`config.mk`:
```
export PLATFORM = sky130hd
export DESIGN_NAME = fc_outneuron_writer_param_2
export DESIGN_NICKNAME = d
export VERILOG_FILES = /design/src/rtl/fc_outneuron_writer_param_2.sv
export SDC_FILE = /design/constraint.sdc
export NUM_CORES = 1
export LEC_CHECK = 0
export ABC_AREA = 1
export CORE_MARGIN = 2
export CORE_UTILIZATION = 35
export CTS_BUF_LIST = sky130_fd_sc_hd__clkbuf_2
export CTS_CLUSTER_DIAMETER = 60
export CTS_CLUSTER_SIZE = 25
export DETAILED_ROUTE_END_ITERATION = 10
export GPL_ROUTABILITY_DRIVEN = 0
export HOLD_SLACK_MARGIN = 0.06
export PLACE_DENSITY = 0.61
export SLEW_MARGIN = 20
export SYNTH_ARGS = -nofsm -noshare
export SYNTH_HDL_FRONTEND = slang
export SYNTH_SLANG_ARGS = --single-unit
export TNS_END_PERCENT = 1
```
`constraint.sdc`:
```
create_clock -name clk -period 5.1 [get_ports clk]
set_input_delay 1.02 -clock clk [delete_from_list [all_inputs] [get_ports clk]]
set_output_delay 1.02 -clock clk [all_outputs]
set_load 0.01 [all_outputs]
```
`src/rtl/fc_outneuron_writer_param_2.sv`:
```
// Output-neuron writer: packs accepted result words into even/odd address pairs
// of a true dual-port RAM, one layer pass per start pulse.
//
// state | meaning
// IDLE  | waiting for start, not accepting words
// EVEN  | next word goes to an even address, held until its odd partner arrives
// ODD   | next word completes the pair; both ports written together
// DONE  | final write issued this cycle, done pulse
module fc_outneuron_writer_param_2 #(
    parameter int DATA_WIDTH              = 16,
    parameter int PO                      = 2,
    parameter int OUTNEURON               = 64,
    parameter int FC_OUTNEURON_ADDR_WIDTH = 6
) (
    input  logic                                clk,
    input  logic                                reset,
    input  logic                                start,
    input  logic                                in_valid,
    output logic                                in_ready,
    input  logic [PO*DATA_WIDTH-1:0]            in_data,
    output logic                                wea,
    output logic [FC_OUTNEURON_ADDR_WIDTH-1:0]  addra,
    output logic [PO*DATA_WIDTH-1:0]            dina,
    output logic                                web,
    output logic [FC_OUTNEURON_ADDR_WIDTH-1:0]  addrb,
    output logic [PO*DATA_WIDTH-1:0]            dinb,
    output logic                                busy,
    output logic                                done
);
    localparam int WORDS = OUTNEURON / PO;
    localparam int AW    = FC_OUTNEURON_ADDR_WIDTH;
    localparam int DW    = PO * DATA_WIDTH;
    localparam logic [AW-1:0] LAST = AW'(WORDS - 1);
    localparam logic [AW-1:0] ONE  = AW'(1);

    typedef enum logic [1:0] {IDLE, EVEN, ODD, DONE} state_t;

    state_t          state, state_nxt;
    logic [AW-1:0]   cnt, cnt_nxt;
    logic [DW-1:0]   hold, hold_nxt;
    logic            wea_nxt, web_nxt;
    logic [AW-1:0]   addra_nxt, addrb_nxt;
    logic [DW-1:0]   dina_nxt, dinb_nxt;
    logic            accept;

    assign in_ready = (state == EVEN) || (state == ODD);
    assign busy     = (state != IDLE);
    assign done     = (state == DONE);
    assign accept   = in_valid && in_ready;

    always_ff @(posedge clk) begin
        if (!reset) begin
            state <= IDLE;
            cnt   <= '0;
            hold  <= '0;
            wea   <= 1'b0;
            web   <= 1'b0;
            addra <= '0;
            addrb <= ONE;
            dina  <= '0;
            dinb  <= '0;
        end else begin
            state <= state_nxt;
            cnt   <= cnt_nxt;
            hold  <= hold_nxt;
            wea   <= wea_nxt;
            web   <= web_nxt;
            addra <= addra_nxt;
            addrb <= addrb_nxt;
            dina  <= dina_nxt;
            dinb  <= dinb_nxt;
        end
    end

    // Strobes default low; addresses and data hold between writes.
    always_comb begin
        state_nxt = state;
        cnt_nxt   = cnt;
        hold_nxt  = hold;
        wea_nxt   = 1'b0;
        web_nxt   = 1'b0;
        addra_nxt = addra;
        addrb_nxt = addrb;
        dina_nxt  = dina;
        dinb_nxt  = dinb;
        case (state)
            IDLE: begin
                if (start) begin
                    state_nxt = EVEN;
                    cnt_nxt   = '0;
                end
            end
            EVEN: begin
                if (accept) begin
                    hold_nxt = in_data;
                    if (cnt == LAST) begin
                        // odd word count: last word has no partner
                        wea_nxt   = 1'b1;
                        addra_nxt = cnt;
                        dina_nxt  = in_data;
                        state_nxt = DONE;
                    end else begin
                        cnt_nxt   = cnt + ONE;
                        state_nxt = ODD;
                    end
                end
            end
            ODD: begin
                if (accept) begin
                    wea_nxt   = 1'b1;
                    web_nxt   = 1'b1;
                    addra_nxt = cnt - ONE;
                    addrb_nxt = cnt;
                    dina_nxt  = hold;
                    dinb_nxt  = in_data;
                    if (cnt == LAST) begin
                        state_nxt = DONE;
                    end else begin
                        cnt_nxt   = cnt + ONE;
                        state_nxt = EVEN;
                    end
                end
            end
            DONE: state_nxt = IDLE;
            default: state_nxt = IDLE;
        endcase
    end
endmodule
```
## Word level (Yosys, flattened, before mapping)

Cells that the tools add are included.

| storage, ports and cells | value |
|---|---|
| register bits after elaboration | 118 |
| bits in latches | 0 |
| bits in writable memories | 0 |
| ROM bits | 0 |
| input port bits | 36 |
| output and inout port bits | 81 |
| logic and storage cells | 56 |
| memories kept | 0 |

| operators by class | value |
|---|---|
| $add $sub $neg | 2 |
| multiply operators | 0 |
| div/mod/pow operators | 0 |
| order comparisons | 0 |
| eq/ne operators | 10 |
| shift-type cells | 0 |
| mux-type cells | 22 |
| bitwise gates (word level) | 0 |
| reduce and logical (&&, ||, !) cells | 13 |

Operators with widths:

| operator | number |
|---|---|
| 32-bit 2-to-1 mux | 3 |
| 32-bit one-hot mux with 2 select lines | 1 |
| 6-bit 2-to-1 mux | 6 |
| 6-bit one-hot mux with 2 select lines | 2 |
| 2-bit 2-to-1 mux | 4 |
| 2-bit inequality test (second input constant) | 4 |
| 2-bit one-hot mux with 4 select lines | 1 |
| 4-bit AND reduction | 2 |
| 6-bit by 1-bit adder with 6-bit output (second input constant) | 1 |
| 6-bit by 5-bit == test with 1-bit output (second input constant) | 1 |
| 2-bit AND reduction | 3 |
| 2-bit nonzero test | 3 |
| 6-bit by 1-bit subtractor with 6-bit output (second input constant) | 1 |
| 2-bit == test (second input constant) | 2 |
| 1-bit 2-to-1 mux | 4 |
| 2-bit by 1-bit inequality test with 1-bit output (second input constant) | 2 |
| 3-bit AND reduction | 1 |
| 2-bit by 1-bit == test with 1-bit output (second input constant) | 1 |
| 2-bit zero test | 1 |
| 1-bit one-hot mux with 2 select lines | 1 |
| 2-bit OR reduction | 1 |
| 1-bit logical AND | 1 |
| 1-bit logical OR | 1 |

## Depth between registers and ports, before layout

Gate-level depths: netlist of run 1.

| logic depth | value |
|---|---|
| depth in word-level cells | 5 |
| mapped depth | 11 |
| depth with buffers taken out | 10 |

## Worst setup path after synthesis of run 1

No wires, ideal clock.

| path | value |
|---|---|
| path type | input port to flip-flop |
| start point | input reset |
| end point | register addrb[0] |
| library setup time | 0.138 ns |
| data arrival time | 1.797 ns |
| required time | 4.962 ns |
| setup slack | 3.165 ns |
| cell stages on the path | 4 |
| buffers on the path | 3 |
| cells stage by stage | clkbuf_1 buf_2 clkbuf_1 o211ai_1 |

RTL lines:

| element | RTL line | source |
|---|---|---|
| start: declaration | 16 | `input logic reset,` |
| end signal: assignment | 69 | `addrb <= addrb_nxt;` |
| end: declaration | 25 | `output logic [FC_OUTNEURON_ADDR_WIDTH-1:0] addrb,` |

No word-level cell between the ends.

## Worst setup path after layout of run 1

| path | value |
|---|---|
| start point | register state[1] |
| end point | output in_ready |

| between the ends | value |
|---|---|
| cells in the longest elaborated chain, start to end | 2 |
| elaborated cells between the ends (all ways) | 3 |
| those cells by class | eq/ne (2); reduce/logical (1) |

RTL lines:

| element | RTL line | source |
|---|---|---|
| start: declaration | 38 | `state_t state, state_nxt;` |
| start signal: assignment | 63 | `state <= state_nxt;` |
| 2-bit by 1-bit == test with 1-bit output / 2-bit == test (equally long branches) | 46 | `assign in_ready = (state == EVEN) \|\| (state == ODD);` |
| 1-bit logical OR * | 46 |  |
| end: declaration | 19 | `output logic in_ready,` |

Mark *: on every way between the ends. The rest lies on a longest branch, timed or not.

==> flow_summary.json, run 1 <==
{
  "fin_total_pwr_w": 0.00304,
  "syn_inst": 678,
  "tns_ns": 0,
  "die_w_um": 125,
  "synth_flop_cell": "dfxtp_1",
  "first_iter_violations": 292,
  "final.min_clock_period_ns": 3.37,
  "yosys_warnings": 0,
  "slew_viol_final": 0,
  "grt-ovfl-total": 0,
  "nNetsFinal": 814,
  "rsz0062_at_grt": "false",
  "async_flop_share": 0,
  "seq_area_frac_synth": 0.460,
  "hold_path_class": "flop to flop",
  "final_cells": 969,
  "clk_pin_slew_worst_paths_ns": 0.17,
  "finalSetupViolCount": 0,
  "timing.hold.ws_ns": 0.485,
  "crit_path_max_fanout": 12,
  "p_leak_nw": 2.62,
  "status": "finished, final reports clean",
  "track_usage": 0.173,
  "final_util": 0.456,
  "cts_resized": 0,
  "finalCritPeriodShare": 0.661,
  "max_cap_violations": 0,
  "die_height_um": 125,
  "syn_nets": 721,
  "hold_viol": 0,
  "root_buffer": "clkbuf_2",
  "cts_max_level": 4,
  "endpoint_kind": "output pin",
  "layout-drive-gt1-share": 0.0804,
  "power_density_nw_per_um2": 462,
  "drtAntennaViolNets": 0,
  "avgSynthCellArea_um2": 7.58,
  "grt_pass1_vias": 4257,
  "core_area_um2": 14400,
  "hold_buffers": 0,
  "cts_made_buffers": 17,
  "num_vias": 4566,
  "clock-skew-final_ns": 0.0171,
  "vdd_drop_max_mv": 0.185,
  "initial_utilization": 0.356,
  "synthesis.area_um2": 5140,
  "max_freq_mhz": 297,
  "cts_setup_buffers": 0,
  "wire_per_inst_um": 13.9,
  "wirelength_mm": 13.5,
  "cp-start-kind": "flop",
  "fillers": 1446,
  "cp.arrival_ns": 2.35,
  "synth_edf_count": 0,
  "post-dp-hpwl_mm": 8.75,
  "worstMarginPinSlew_ns": 1.08,
  "post-route-drc-count": 0,
  "ys_types": 29,
  "via_per_inst": 4.71,
  "cts_tree": "built",
  "synth_seq_cells": 118,
  "pin_count": 117,
  "slew_headroom": 0.281,
  "required_ns": 4.08,
  "dr.pass1.iters": 5,
  "antenna_found_initial": 1,
  "clk_latency_ns": 0.68,
  "grt_pass1_wl_mm": 22.0,
  "row_count": 44,
  "area_delta_synth_final_pct": 28.2,
  "grt_max_degree": 117,
  "numClockSinks": 118,
  "cts_buffer_depth": 2,
  "portBuffers": 116,
  "dp.cells": 936,
  "dieArea_um2": 15700,
  "criticalPathCategory": "flop to output pin"
}
-- cells in the mapped netlist (3+ instances only) --
| library cell | count | area [um^2] |
|---|---|---|
| nand2_1 | 84 | 315 |
| o21ai_0 | 72 | 360 |
| a21oi_1 | 24 | 120 |
| nor2_1 | 186 | 698 |
| inv_1 | 21 | 78.8 |
| dfxtp_1 | 118 | 2360 |
| nand4_1 | 10 | 62.6 |
| ha_1 | 7 | 87.6 |
| buf_4 | 3 | 22.5 |
| a21oi_2 | 20 | 175 |
| buf_1 | 3 | 11.3 |
| nand3_1 | 42 | 210 |
| buf_2 | 11 | 55.1 |
| mux2i_1 | 32 | 320 |
| clkbuf_1 | 25 | 93.8 |
-- sequential cells by signal, indices dropped and copies added, names as in the netlist --
signal  cells
cnt         6
state       2
addrb       6
web         1
dinb       32
dina       32
addra       6
hold       32
wea         1
-- power by group --
part	switching (W)	total [W]	internal [W]	leakage (nW)
logic	0.000684	0.00118	0.000495	1.50
clock network	0.000350	0.000662	0.000312	0.159
registers	0.000103	0.00120	0.00110	0.958
-- placed cells by master (no fill, tap or decap), types with 3 or more instances in the layout --
master / instances
clkinv_2: 5
mux2i_1: 32
inv_2: 3
nand2_1: 84
nor2_1: 186
inv_1: 20
clkbuf_2: 18
buf_4: 4
a21oi_1: 24
nand4_1: 10
a21oi_2: 20
clkdlybuf4s50_1: 115
ha_1: 6
o21ai_0: 72
nand3_1: 42
dfxtp_1: 118
bufinv_16: 4
clkinv_1: 6
-- metal layers --
| layer | share of wire | vias to the layer above | GRT usage |
|---|---|---|---|
| li1 | - | 2400 | - |
| met1 | 0.50 | 2035 | 0.246 |
| met2 | 0.43 | 113 | 0.253 |
| met3 | 0.054 | 18 | 0.0432 |
| met4 | 0.018 | 0 | 0.0673 |
| met5 | 0 | - | 0 |
-- worst paths after layout --
kind | slack [ns] | cells after the start | end | from
min reg2reg | 0.49 | 2 | addra[2] | addra[2]
min | 0.49 | 2 | addra[2] | addra[2]
max reg2reg | 1.81 | 8 | addrb[0] | state[0]
max | 1.73 | 3 | in_ready | state[1]
-- metrics by stage --
| step | worst slack (ns) | instance area, um^2 |
|---|---|---|
| after floorplan | 3.17 | 5140 |
| after global placement | 1.49 | 6330 |
| after detailed placement | 1.43 | 6330 |
| after CTS | 1.65 | 6580 |
| after global routing | 1.51 | 6580 |
| final | 1.73 | 6580 |
-- critical path, cell delays in order (launching register included) --
cell and delay [ns]:
dfxtp_1 0.42, inv_1 0.12, ha_1 0.52, clkdlybuf4s50_1 0.61
-- kinds of logic after synthesis --
group | share of synthesized area
AOI/OAI and AO/OA | 0.129
muxes | 0.0624
buffers and inverters | 0.0624
and+or+nand+nor | 0.266
xor gates and xnor gates | 0.00341
adders and majority gates | 0.0171
DFF | 0.460
-- area by class of cell --
cell class	count	area, um^2	share of cell area
Multi-Input combinational cell	490	2460	0.373
Clock inverter	14	164	0.0249
Antenna cell	1	2.50	0.000380
Inverter	25	96.3	0.0146
Clock buffer	18	90.1	0.0137
Sequential cell	118	2360	0.359
Timing Repair Buffer	119	1180	0.179
Tap cell	184	230	0.0350
(Power assumes the default switching activity.)
==> run 2, diff against run 1 <==
Clock period 5.1 ns to 3.45 ns, I/O delays scaled along.
==> run 2 against run 1 <==
Net effect:
- count of clock-buffer cells in the layout decreased by 1
- combinational power increased by 51%
- cell count up 0.52%
- total power increased by 55%
- clock skew is 0.0094 ns higher
- register-to-register slack worse by 0.82 ns
- utilization rose by 0.80 points
- setup slack lost 1.3 ns
- global-route usage is 0.061 points lower
- routed wire length grew 0.74%
- via count up 3.0%
- largest cell class unchanged
==> flow_summary.json, run 2 (same netlist as run 1, synthesis figures left out) <==
{
  "fillers": 1457,
  "die_height_um": 125,
  "worstMarginPinSlew_ns": 1.03,
  "hold_path_class": "flop to flop",
  "hold_depth": 2,
  "power_density_nw_per_um2": 704,
  "cp-start-kind": "flop",
  "cts_made_buffers": 17,
  "dr.pass1.iters": 5,
  "reg2reg_to": "addrb[0]",
  "endpoint_kind": "output pin",
  "crit_path_max_fanout": 12,
  "tns_ns": 0,
  "r2r_setup_slack_ns": 0.99,
  "core_area_um2": 14400,
  "max_cap_violations": 0,
  "cp.arrival_ns": 2.36,
  "cts_setup_buffers": 0,
  "rsz0062_at_grt": "false",
  "area_delta_synth_final_pct": 30.4,
  "p_leak_nw": 2.67,
  "finalSetupViolCount": 0,
  "cts_buffer_depth": 2,
  "clk_latency_ns": 0.69,
  "status": "finished, final reports clean",
  "first_iter_violations": 262,
  "slew_headroom": 0.311,
  "wirelength_mm": 13.6,
  "layout_common_cells": "nor2_1, dfxtp_1, clkdlybuf4s50_1",
  "pin_count": 117,
  "reg2reg_depth": 8,
  "fin_total_pwr_w": 0.00472,
  "cts_resized": 0,
  "required_ns": 2.76,
  "via_per_inst": 4.83,
  "nNetsFinal": 819,
  "grt-ovfl-total": 0,
  "hold_viol": 0,
  "post-route-drc-count": 0,
  "row_count": 44,
  "cts_max_level": 4,
  "clk_pin_slew_worst_paths_ns": 0.17,
  "max_freq_mhz": 328,
  "layout-drive-gt1-share": 0.0875,
  "top_regs": "dina (32), dinb (32), hold (32)",
  "die_w_um": 125,
  "grt_pass1_wl_mm": 21.8,
  "hold_path_end": "addra[1]",
  "antenna_found_initial": 1,
  "cts_tree": "built",
  "portBuffers": 116,
  "track_usage": 0.172,
  "grt_max_degree": 117,
  "min-delay-start": "addra[1]",
  "numClockSinks": 118,
  "wire_per_inst_um": 13.9,
  "final_common_cell": "nor2_1",
  "dieArea_um2": 15700,
  "final.min_clock_period_ns": 3.05,
  "post-dp-hpwl_mm": 8.93,
  "num_vias": 4705,
  "crit-reg2reg-launch": "state[1]",
  "hold_buffers": 0,
  "root_buffer": "clkbuf_2",
  "initial_utilization": 0.356,
  "criticalPathCategory": "flop to output pin",
  "vdd_drop_max_mv": 0.267,
  "clock-skew-final_ns": 0.0265,
  "grt_pass1_vias": 4297,
  "drtAntennaViolNets": 0,
  "finalCritPeriodShare": 0.883,
  "final_cells": 974,
  "dp.cells": 941,
  "slew_viol_final": 0
}
## run 2: changes by cell type in the layout (fill, tap and decap cells not counted), sizes merged
cell	change
clkinvlp	+2
bufinv	+2
buf	+5
clkbuf	-1
clkinv	-3
## run 2: layer usage
layer | share of wire | routed length (um) | GRT usage
met1 | 0.48 | 6550 | 0.234
met2 | 0.45 | 6060 | 0.263
met3 | 0.053 | 720 | 0.0411
met4 | 0.016 | 223 | 0.0732
met5 | 0 | 0 | 0
## run 2: worst max-delay path by stage
| stage | start | end | slack [ns] | cells after the start |
|---|---|---|---|---|
| 3_3_place_gp | in_valid | addra[5] | 0.91 | 8 |
| 6_report | state[1] | in_ready | 0.40 | 3 |
| 4_1_cts | state[1] | in_ready | 0.33 | 3 |
| 5_1_grt | state[1] | in_ready | 0.24 | 3 |
| 2_1_floorplan | state[1] | cnt[5] | 1.71 | 10 |
| 3_5_place_dp | in_valid | addrb[0] | 0.86 | 7 |
## run 2: critical path, stage by stage, from the launching register on
cell,delay [ns]
dfxtp_1,0.42
inv_1,0.11
ha_1,0.54
clkdlybuf4s50_1,0.62
## run 2: area by class of cell
cell class / count / area, um^2 / area share
inverter: 25 / 96.3 / 0.0144
clock buffer: 17 / 85.1 / 0.0127
sequential: 118 / 2360 / 0.353
tap: 184 / 230 / 0.0344
antenna: 1 / 2.50 / 0.000374
clock inverter: 15 / 234 / 0.0349
multi-input combinational: 490 / 2460 / 0.367
timing repair buffer: 124 / 1230 / 0.184
## run 2: report_power, final
| group | total (W) | internal (W) | switching (W) |
|---|---|---|---|
| clock | 0.00115 | 0.000613 | 0.000540 |
| sequential | 0.00178 | 0.00162 | 0.000159 |
| combinational | 0.00178 | 0.000761 | 0.00102 |
| total | 0.00472 | 0.00300 | 0.00172 |
## run 2: metrics by stage
stage	area, um^2	utilization	hold slack (ns)	setup slack (ns)
after floorplan	5140	-	0.455	1.71
after global placement	6380	0.442	0.462	0.908
after detailed placement	6380	0.442	0.471	0.857
after CTS	6700	0.464	0.501	0.328
after global routing	6700	0.464	0.519	0.237
final	6700	0.464	0.497	0.403
